[src/rtl/mac_lookup_req_if.sv]
// Header byte stream in, table request/response and forwarding decision out, plus statistics.
interface mac_lookup_req_if #(
   parameter int pNUM_PORTS  = 4,
   parameter int pADDR_WIDTH = 14
);
   localparam int PW = (pNUM_PORTS > 1) ? $clog2(pNUM_PORTS) : 1;

   logic                   ivalid;
   logic [7:0]             idata;
   logic                   isof;
   logic                   ieof;
   logic [PW-1:0]          ipnum;
   logic                   ohdr_ready;
   logic                   oreq_valid;
   logic [PW-1:0]          oreq_pnum;
   logic [pADDR_WIDTH-1:0] oreq_sa;
   logic [pADDR_WIDTH-1:0] oreq_da;
   logic                   iresp_ready;
   logic                   iresp_hit;
   logic [PW-1:0]          iresp_pnum;
   logic                   odec_valid;
   logic [pNUM_PORTS-1:0]  odec_mask;
   logic                   idec_ready;
   logic [15:0]            ocnt_frames;
   logic [15:0]            ocnt_miss;
   logic [15:0]            ocnt_drop;

   modport slave (
      input  ivalid, idata, isof, ieof, ipnum, iresp_ready, iresp_hit, iresp_pnum, idec_ready,
      output ohdr_ready, oreq_valid, oreq_pnum, oreq_sa, oreq_da, odec_valid, odec_mask,
      output ocnt_frames, ocnt_miss, ocnt_drop
   );

   modport master (
      output ivalid, idata, isof, ieof, ipnum, iresp_ready, iresp_hit, iresp_pnum, idec_ready,
      input  ohdr_ready, oreq_valid, oreq_pnum, oreq_sa, oreq_da, odec_valid, odec_mask,
      input  ocnt_frames, ocnt_miss, ocnt_drop
   );
endinterface

[src/rtl/mac_lookup_req.sv]
// MAC table request side: parse DA/SA, hash, one request per frame, port mask out (1 cycle after last byte / response).
// Header input stalls from request until the decision is accepted; MAC_LOOKUP_STATS_EN enables the saturating counters.
module mac_lookup_req #(
   parameter int pNUM_PORTS  = 4,
   parameter int pADDR_WIDTH = 14,
   parameter int pTIMEOUT    = 64
) (
   input  logic            iclk,
   input  logic            irst_n,
   mac_lookup_req_if.slave bus
);
   localparam int PW  = (pNUM_PORTS > 1) ? $clog2(pNUM_PORTS) : 1;
   localparam int TW  = (pTIMEOUT > 1) ? $clog2(pTIMEOUT) : 1;
   localparam int NSL = (48 + pADDR_WIDTH - 1) / pADDR_WIDTH;
   localparam logic [TW-1:0] TLAST = TW'(pTIMEOUT - 1);

   typedef enum logic [2:0] {S_IDLE, S_HDR, S_REQ, S_WAIT, S_DEC} state_t;

   function automatic logic [pADDR_WIDTH-1:0] hash48(input logic [47:0] mac);
      logic [NSL*pADDR_WIDTH-1:0] pad;
      logic [pADDR_WIDTH-1:0]     h;
      pad       = '0;
      pad[47:0] = mac;
      h         = '0;
      for (int i = 0; i < NSL; i++) h = h ^ pad[i*pADDR_WIDTH +: pADDR_WIDTH];
      return h;
   endfunction

   function automatic logic [pNUM_PORTS-1:0] onehot(input logic [PW-1:0] p);
      logic [pNUM_PORTS-1:0] m;
      m    = '0;
      m[p] = 1'b1;
      return m;
   endfunction

   state_t                 state_q;
   logic [3:0]             idx_q;
   logic [87:0]            hdr_q;
   logic [PW-1:0]          pnum_q;
   logic                   group_q;
   logic [TW-1:0]          timer_q;
   logic                   ohdr_ready_q;
   logic                   oreq_valid_q;
   logic [PW-1:0]          oreq_pnum_q;
   logic [pADDR_WIDTH-1:0] oreq_sa_q;
   logic [pADDR_WIDTH-1:0] oreq_da_q;
   logic                   odec_valid_q;
   logic [pNUM_PORTS-1:0]  odec_mask_q;

   logic [95:0]            hdr_d;
   logic                   byte_acc;
   logic                   last_byte;
   logic                   resp_hit;
   logic                   dec_go;
   logic [pNUM_PORTS-1:0]  flood;
   logic [pNUM_PORTS-1:0]  dec_mask_d;

   always_comb begin
      hdr_d     = {hdr_q, bus.idata};
      byte_acc  = bus.ivalid && ohdr_ready_q;
      last_byte = (state_q == S_HDR) && !bus.isof && (idx_q == 4'd11);
      resp_hit  = bus.iresp_ready && bus.iresp_hit;
      dec_go    = (state_q == S_WAIT) && (bus.iresp_ready || (timer_q == TLAST));
      flood     = ~onehot(pnum_q);
      // Masking a one-hot hit with the flood mask filters hits back to the ingress port.
      if (group_q)       dec_mask_d = flood;
      else if (resp_hit) dec_mask_d = onehot(bus.iresp_pnum) & flood;
      else               dec_mask_d = flood;
   end

   always_ff @(posedge iclk or negedge irst_n) begin
      if (!irst_n) begin
         state_q      <= S_IDLE;
         idx_q        <= '0;
         hdr_q        <= '0;
         pnum_q       <= '0;
         group_q      <= 1'b0;
         timer_q      <= '0;
         ohdr_ready_q <= 1'b1;
         oreq_valid_q <= 1'b0;
         oreq_pnum_q  <= '0;
         oreq_sa_q    <= '0;
         oreq_da_q    <= '0;
         odec_valid_q <= 1'b0;
         odec_mask_q  <= '0;
      end else begin
         if (byte_acc) hdr_q <= hdr_d[87:0];
         case (state_q)
            S_IDLE, S_HDR: begin
               if (byte_acc) begin
                  if (bus.isof) begin
                     pnum_q  <= bus.ipnum;
                     idx_q   <= 4'd1;
                     state_q <= bus.ieof ? S_IDLE : S_HDR;
                  end else if (state_q == S_HDR) begin
                     if (last_byte) begin
                        oreq_valid_q <= 1'b1;
                        oreq_pnum_q  <= pnum_q;
                        oreq_da_q    <= hash48(hdr_d[95:48]);
                        oreq_sa_q    <= hash48(hdr_d[47:0]);
                        group_q      <= hdr_d[88];
                        ohdr_ready_q <= 1'b0;
                        state_q      <= S_REQ;
                     end else if (bus.ieof) begin
                        state_q <= S_IDLE;
                     end else begin
                        idx_q <= idx_q + 4'd1;
                     end
                  end
               end
            end
            S_REQ: begin
               oreq_valid_q <= 1'b0;
               timer_q      <= '0;
               state_q      <= S_WAIT;
            end
            S_WAIT: begin
               if (dec_go) begin
                  odec_valid_q <= 1'b1;
                  odec_mask_q  <= dec_mask_d;
                  state_q      <= S_DEC;
               end else begin
                  timer_q <= timer_q + TW'(1);
               end
            end
            S_DEC: begin
               if (bus.idec_ready) begin
                  odec_valid_q <= 1'b0;
                  ohdr_ready_q <= 1'b1;
                  state_q      <= S_IDLE;
               end
            end
            default: state_q <= S_IDLE;
         endcase
      end
   end

   assign bus.ohdr_ready = ohdr_ready_q;
   assign bus.oreq_valid = oreq_valid_q;
   assign bus.oreq_pnum  = oreq_pnum_q;
   assign bus.oreq_sa    = oreq_sa_q;
   assign bus.oreq_da    = oreq_da_q;
   assign bus.odec_valid = odec_valid_q;
   assign bus.odec_mask  = odec_mask_q;

`ifdef MAC_LOOKUP_STATS_EN
   logic        frame_ev;
   logic        miss_ev;
   logic        drop_ev;
   logic [15:0] cnt_frames_q;
   logic [15:0] cnt_miss_q;
   logic [15:0] cnt_drop_q;

   always_comb begin
      frame_ev = (state_q == S_DEC) && bus.idec_ready;
      miss_ev  = dec_go && !group_q && !resp_hit;
      drop_ev  = byte_acc && bus.ieof && !last_byte && (bus.isof || (state_q == S_HDR));
   end

   always_ff @(posedge iclk or negedge irst_n) begin
      if (!irst_n) begin
         cnt_frames_q <= '0;
         cnt_miss_q   <= '0;
         cnt_drop_q   <= '0;
      end else begin
         if (frame_ev && (cnt_frames_q != 16'hFFFF)) cnt_frames_q <= cnt_frames_q + 16'd1;
         if (miss_ev  && (cnt_miss_q   != 16'hFFFF)) cnt_miss_q   <= cnt_miss_q + 16'd1;
         if (drop_ev  && (cnt_drop_q   != 16'hFFFF)) cnt_drop_q   <= cnt_drop_q + 16'd1;
      end
   end

   assign bus.ocnt_frames = cnt_frames_q;
   assign bus.ocnt_miss   = cnt_miss_q;
   assign bus.ocnt_drop   = cnt_drop_q;
`else
   assign bus.ocnt_frames = '0;
   assign bus.ocnt_miss   = '0;
   assign bus.ocnt_drop   = '0;
`endif

endmodule

[src/flat_wrapper.sv]
// flat-port wrapper written by rule: the top's interface ports become plain ports
module mac_lookup_req_flat 
#(
   parameter int pNUM_PORTS  = 4,
   parameter int pADDR_WIDTH = 14,
   parameter int pTIMEOUT    = 64
)
  (iclk, irst_n, bus_ivalid, bus_idata, bus_isof, bus_ieof, bus_ipnum, bus_iresp_ready, bus_iresp_hit, bus_iresp_pnum, bus_idec_ready, bus_ohdr_ready, bus_oreq_valid, bus_oreq_pnum, bus_oreq_sa, bus_oreq_da, bus_odec_valid, bus_odec_mask, bus_ocnt_frames, bus_ocnt_miss, bus_ocnt_drop);
  mac_lookup_req_if #(.pNUM_PORTS(pNUM_PORTS), .pADDR_WIDTH(pADDR_WIDTH)) bus_i ();
  input  logic iclk;
  input  logic irst_n;
  input wire logic [$bits(bus_i.ivalid)-1:0] bus_ivalid;
  input wire logic [$bits(bus_i.idata)-1:0] bus_idata;
  input wire logic [$bits(bus_i.isof)-1:0] bus_isof;
  input wire logic [$bits(bus_i.ieof)-1:0] bus_ieof;
  input wire logic [$bits(bus_i.ipnum)-1:0] bus_ipnum;
  input wire logic [$bits(bus_i.iresp_ready)-1:0] bus_iresp_ready;
  input wire logic [$bits(bus_i.iresp_hit)-1:0] bus_iresp_hit;
  input wire logic [$bits(bus_i.iresp_pnum)-1:0] bus_iresp_pnum;
  input wire logic [$bits(bus_i.idec_ready)-1:0] bus_idec_ready;
  output wire logic [$bits(bus_i.ohdr_ready)-1:0] bus_ohdr_ready;
  output wire logic [$bits(bus_i.oreq_valid)-1:0] bus_oreq_valid;
  output wire logic [$bits(bus_i.oreq_pnum)-1:0] bus_oreq_pnum;
  output wire logic [$bits(bus_i.oreq_sa)-1:0] bus_oreq_sa;
  output wire logic [$bits(bus_i.oreq_da)-1:0] bus_oreq_da;
  output wire logic [$bits(bus_i.odec_valid)-1:0] bus_odec_valid;
  output wire logic [$bits(bus_i.odec_mask)-1:0] bus_odec_mask;
  output wire logic [$bits(bus_i.ocnt_frames)-1:0] bus_ocnt_frames;
  output wire logic [$bits(bus_i.ocnt_miss)-1:0] bus_ocnt_miss;
  output wire logic [$bits(bus_i.ocnt_drop)-1:0] bus_ocnt_drop;
  assign bus_i.ivalid = bus_ivalid;
  assign bus_i.idata = bus_idata;
  assign bus_i.isof = bus_isof;
  assign bus_i.ieof = bus_ieof;
  assign bus_i.ipnum = bus_ipnum;
  assign bus_i.iresp_ready = bus_iresp_ready;
  assign bus_i.iresp_hit = bus_iresp_hit;
  assign bus_i.iresp_pnum = bus_iresp_pnum;
  assign bus_i.idec_ready = bus_idec_ready;
  assign bus_ohdr_ready = bus_i.ohdr_ready;
  assign bus_oreq_valid = bus_i.oreq_valid;
  assign bus_oreq_pnum = bus_i.oreq_pnum;
  assign bus_oreq_sa = bus_i.oreq_sa;
  assign bus_oreq_da = bus_i.oreq_da;
  assign bus_odec_valid = bus_i.odec_valid;
  assign bus_odec_mask = bus_i.odec_mask;
  assign bus_ocnt_frames = bus_i.ocnt_frames;
  assign bus_ocnt_miss = bus_i.ocnt_miss;
  assign bus_ocnt_drop = bus_i.ocnt_drop;
  mac_lookup_req #(.pNUM_PORTS(pNUM_PORTS), .pADDR_WIDTH(pADDR_WIDTH), .pTIMEOUT(pTIMEOUT)) u_core (.iclk(iclk), .irst_n(irst_n), .bus(bus_i));
endmodule
[config.mk]
export PLATFORM = sky130hd
export DESIGN_NAME = mac_lookup_req_flat
export DESIGN_NICKNAME = d
export VERILOG_FILES = /design/src/rtl/mac_lookup_req_if.sv /design/src/rtl/mac_lookup_req.sv /design/src/flat_wrapper.sv
export SDC_FILE = /design/constraint.sdc
export NUM_CORES = 1
export LEC_CHECK = 0
export BUFFER_PORTS_ARGS = -buffer_cell sky130_fd_sc_hd__buf_2
export CORE_AREA = 2 2 169 105
export CTS_BUF_LIST = sky130_fd_sc_hd__clkbuf_8 sky130_fd_sc_hd__clkbuf_16
export DETAILED_ROUTE_END_ITERATION = 8
export DIE_AREA = 0 0 171 107
export PLACE_DENSITY = 0.65
export SLEW_MARGIN = 20
export SYNTH_ARGS = -nofsm -noshare
export SYNTH_HDL_FRONTEND = slang
export SYNTH_SLANG_ARGS = --single-unit
[constraint.sdc]
create_clock -name iclk -period 5.85 [get_ports iclk]
set_clock_uncertainty 0.2 [all_clocks]
set_input_delay 0.2925 -clock iclk [delete_from_list [all_inputs] [get_ports iclk]]
set_output_delay 0.2925 -clock iclk [all_outputs]
set_load 0.02 [all_outputs]
==> flow_metrics.py <==
metrics = {
    "clocking": {
        "h-tree-depth": 4,
        "cts-root-buf": "clkbuf_16",
        "cts_sinks": 141,
        "cts_tree": "yes",
        "cts_buffer_depth": 2,
        "cts_resized": 0,
        "clk_pin_slew_ns": 0.06,
        "cts_hold_buf": 12,
        "post_cts_buffers": 0,
        "insertion_delay_ns": 0.41,
        "numCtsBuffers": 17,
    },
    "placed_design": {
        "numPortBuffers": 56,
        "dpl.cell_count": 781,
        "gp_congestion": 0.7911,
        "place_hpwl_um": 8098,
        "place_area_um2": 6884,
    },
    "final_layout": {
        "final_util_pct": 45.61,
        "drive_above_1_share_pct": 34.97,
        "diodes": 0,
        "area.sequential_um2": 3530,
        "final_cell_area_um2": 7644,
        "nets": 600,
        "multiInputGateArea_um2": 2736,
        "fin_cells": 823,
        "fillers": 1506,
        "syn_to_final_growth_pct": 16.36,
    },
    "grt": {
        "gr-total-overflow": 0,
        "antenna_found_initial": 0,
        "grtUsageTotal_pct": 14.06,
        "grt_pass1_vias": 3784,
        "grt_pass1_wl_um": 19690,
        "grt_max_degree": 89,
    },
    "synthesis": {
        "synth_simple_gate_area_share_pct": 5.848,
        "syn_inst": 508,
        "synth_seq_cells": 141,
        "ys_top_cells_by_area": "dfrtp_1 (53%), mux2_2 (19%), xnor2_1 (9.1%), buf_4 (5.8%), a21oi_1 (1.7%)",
        "synthMuxAreaShare_pct": 19.14,
        "synth_cell_types": 45,
        "synth.top_cell.area_share_pct": 53.33,
        "yosysMostFrequentCell": "dfrtp_1",
        "netlist_area_um2": 6569,
        "syn_avg_cell_area_um2": 12.93,
        "yosys.area_share.xor_xnor_pct": 9.067,
        "synth_edf_count": 0,
        "async_flop_share_pct": 100.0,
        "synth_area_leader_cell": "dfrtp_1",
        "synth_top_family_by_area": "multiplexers",
        "synth-compound-area-share_pct": 4.362,
        "ys.flop_type": "dfrtp_1",
        "synthTopCellsByCount": "dfrtp_1 (140), mux2_2 (109), xnor2_1 (68)",
        "synth_warnings": 0,
        "synth_adder_area_share_pct": 0.3810,
        "seq_area_frac_synth_pct": 53.73,
    },
    "sta": {
        "grt_setup_unrepaired": "no",
        "worst_pin_slew_ns": 0.9997,
        "min_period_ns": 3.141,
        "max_freq_mhz": 318.4,
        "setup_tns_ns": 0,
        "hold_viol_final": 0,
        "relSlewSlack_pct": 32.85,
        "maxSlewViolCount": 0,
        "hold-worst-slack_ns": 0.04789,
        "timing.final.crit_share_pct": 53.68,
        "setup_violations": 0,
    },
    "flow_run": {
        "drv_cap": 0,
    },
    "detailed_routing": {
        "drc": 0,
        "drt_iter0_markers": 298,
        "viasPerCell": 4.631,
        "vias": 3811,
        "dr.pass1.iters": 4,
        "antenna_left": 0,
        "post_drt_wl_per_cell_um": 14.74,
        "drt-total-wl_um": 12130,
    },
    "floorplanning": {
        "die_width_um": 171,
        "start_util_pct": 39.20,
        "die-area_um2": 18300,
        "io_pins": 105,
        "die_h_um": 107,
        "rows": 37,
        "core-area_um2": 16760,
    },
    "power_and_ir_drop": {
        "p_clk_share_pct": 35.1,
        "power.density_nw_per_um2": 431.4,
        "cellLeakagePower_nw": 3.444,
        "p_switching_w": 0.0009213,
        "ir_worst_vdd_mv": 0.2508,
        "seq_power_share_pct": 42.7,
        "p_comb_share_pct": 22.2,
        "intPower_w": 0.002376,
        "switching_share_pct": 27.94,
    },
    "critical_path": {
        "crit_path_end_kind": "flop",
        "crit_path_start_kind": "flop",
        "arrival_ns": 3.23,
        "cp_data_required_time_ns": 5.94,
        "crit_fanout": 46,
        "critPathKind": "reg2reg",
    },
    "run_status": {
        "status": "finished, final reports clean",
    },
    "hold_path": {
        "hold_class": "in2reg",
    },
}
==> layout by cell type, fill, tap and decap left out, drive strengths merged, types with 2 or more instances in the layout <==
cell type,instances
clkinvlp,2
o32ai,2
dlygate4sd3,12
clkbuf,18
ha,2
buf,58
nor4,2
nor2,16
and2,3
nor3,5
bufinv,5
mux2,109
a21oi,22
conb,48
nand3,3
xnor2,68
dfrtp,140
nand2,17
clkinv,4
inv,9
mux2i,3
nand3b,2
o21ai,10
nand2b,3
o22ai,2
or3,4
nor4b,4
o31ai,2
==> area by class of cell <==
type | instances | share of cell area [%]
well taps | 234 | 3.830
repair buffers | 70 | 5.516
inverters | 8 | 0.3929
clock inverters | 12 | 2.537
flip-flops and latches | 141 | 46.18
multi-input cells | 340 | 35.80
clock buffers | 18 | 5.746
==> worst paths after layout <==
check                                                  startpoint  cells past startpoint  slack (ns)                             endpoint
max in group asynchronous                                  irst_n                      3        3.97    u_core.bus.oreq_da[0]$_DFFE_PN0P_
worst min register to register  u_core.bus.oreq_sa[7]$_DFFE_PN0P_                      1        0.30    u_core.bus.oreq_sa[7]$_DFFE_PN0P_
worst max register to register  u_core.bus.ohdr_ready$_DFFE_PN1P_                      4        2.71   u_core.bus.oreq_sa[12]$_DFFE_PN0P_
min in group asynchronous                                  irst_n                      2        0.31    u_core.bus.oreq_sa[7]$_DFFE_PN0P_
worst min-delay path                            bus_iresp_pnum[1]                      4        0.05  u_core.bus.odec_mask[0]$_DFFE_PN0P_
worst max-delay path            u_core.bus.ohdr_ready$_DFFE_PN1P_                      4        2.71   u_core.bus.oreq_sa[12]$_DFFE_PN0P_
==> layer usage <==
metal | part of all wire [%] | wire, µm | GRT usage (%) | vias up
li1 | - | - | - | 1797
met1 | 50 | 6101 | 19.99 | 1918
met2 | 43 | 5236 | 19.93 | 85
met3 | 5.4 | 658 | 4.836 | 11
met4 | 1.1 | 130 | 4.782 | 0
met5 | 0 | 0 | 0 | -
==> power groups by stage <==
stage               combinational [W]  sequential (W)  clock (W)
floorplan                    0.000611         0.00136          0
global placement             0.000705         0.00141          0
detailed placement           0.000724         0.00142          0
CTS                          0.000742         0.00141    0.00119
global route                 0.000796         0.00144    0.00123
finish                       0.000733         0.00141    0.00116
==> kinds of logic (layout without fill, tap and decap cells) <==
family	after synthesis	count (layout)
other	1	48
adders and majority gates	2	2
AOI/OAI and AO/OA	47	47
DFF	141	141
xor gates and xnor gates	68	68
muxes	112	112
buffers and inverters	74	108
and+or+nand+nor	63	63
==> metrics by stage <==
stage               power, W  setup WS (ns)
floorplan           0.001973          3.721
global placement    0.002116          2.378
detailed placement  0.002146          2.264
CTS                 0.003336          2.234
global route        0.003469          2.441
finish              0.003297          2.709
==> state kept, by name (all words and copies together) (netlist names), 2 cells and up <==
| register | count |
|---|---|
| u_core.bus.oreq_sa | 14 |
| u_core.timer_q | 6 |
| u_core.hdr_q | 88 |
| u_core.idx_q | 4 |
| u_core.bus.oreq_da | 14 |
| u_core.bus.odec_mask | 4 |
| u_core.pnum_q | 2 |
| u_core.bus.oreq_pnum | 2 |
| u_core.state_q | 3 |
==> worst max-delay path, cell delays in order (launching register included) <==
cell and delay [ns]:
dfstp_2 0.58, nand2_4 0.35, nor4_4 0.99, buf_4 0.48
mux2_2 0.38
Note: power is estimated with default switching activity, not from simulation.
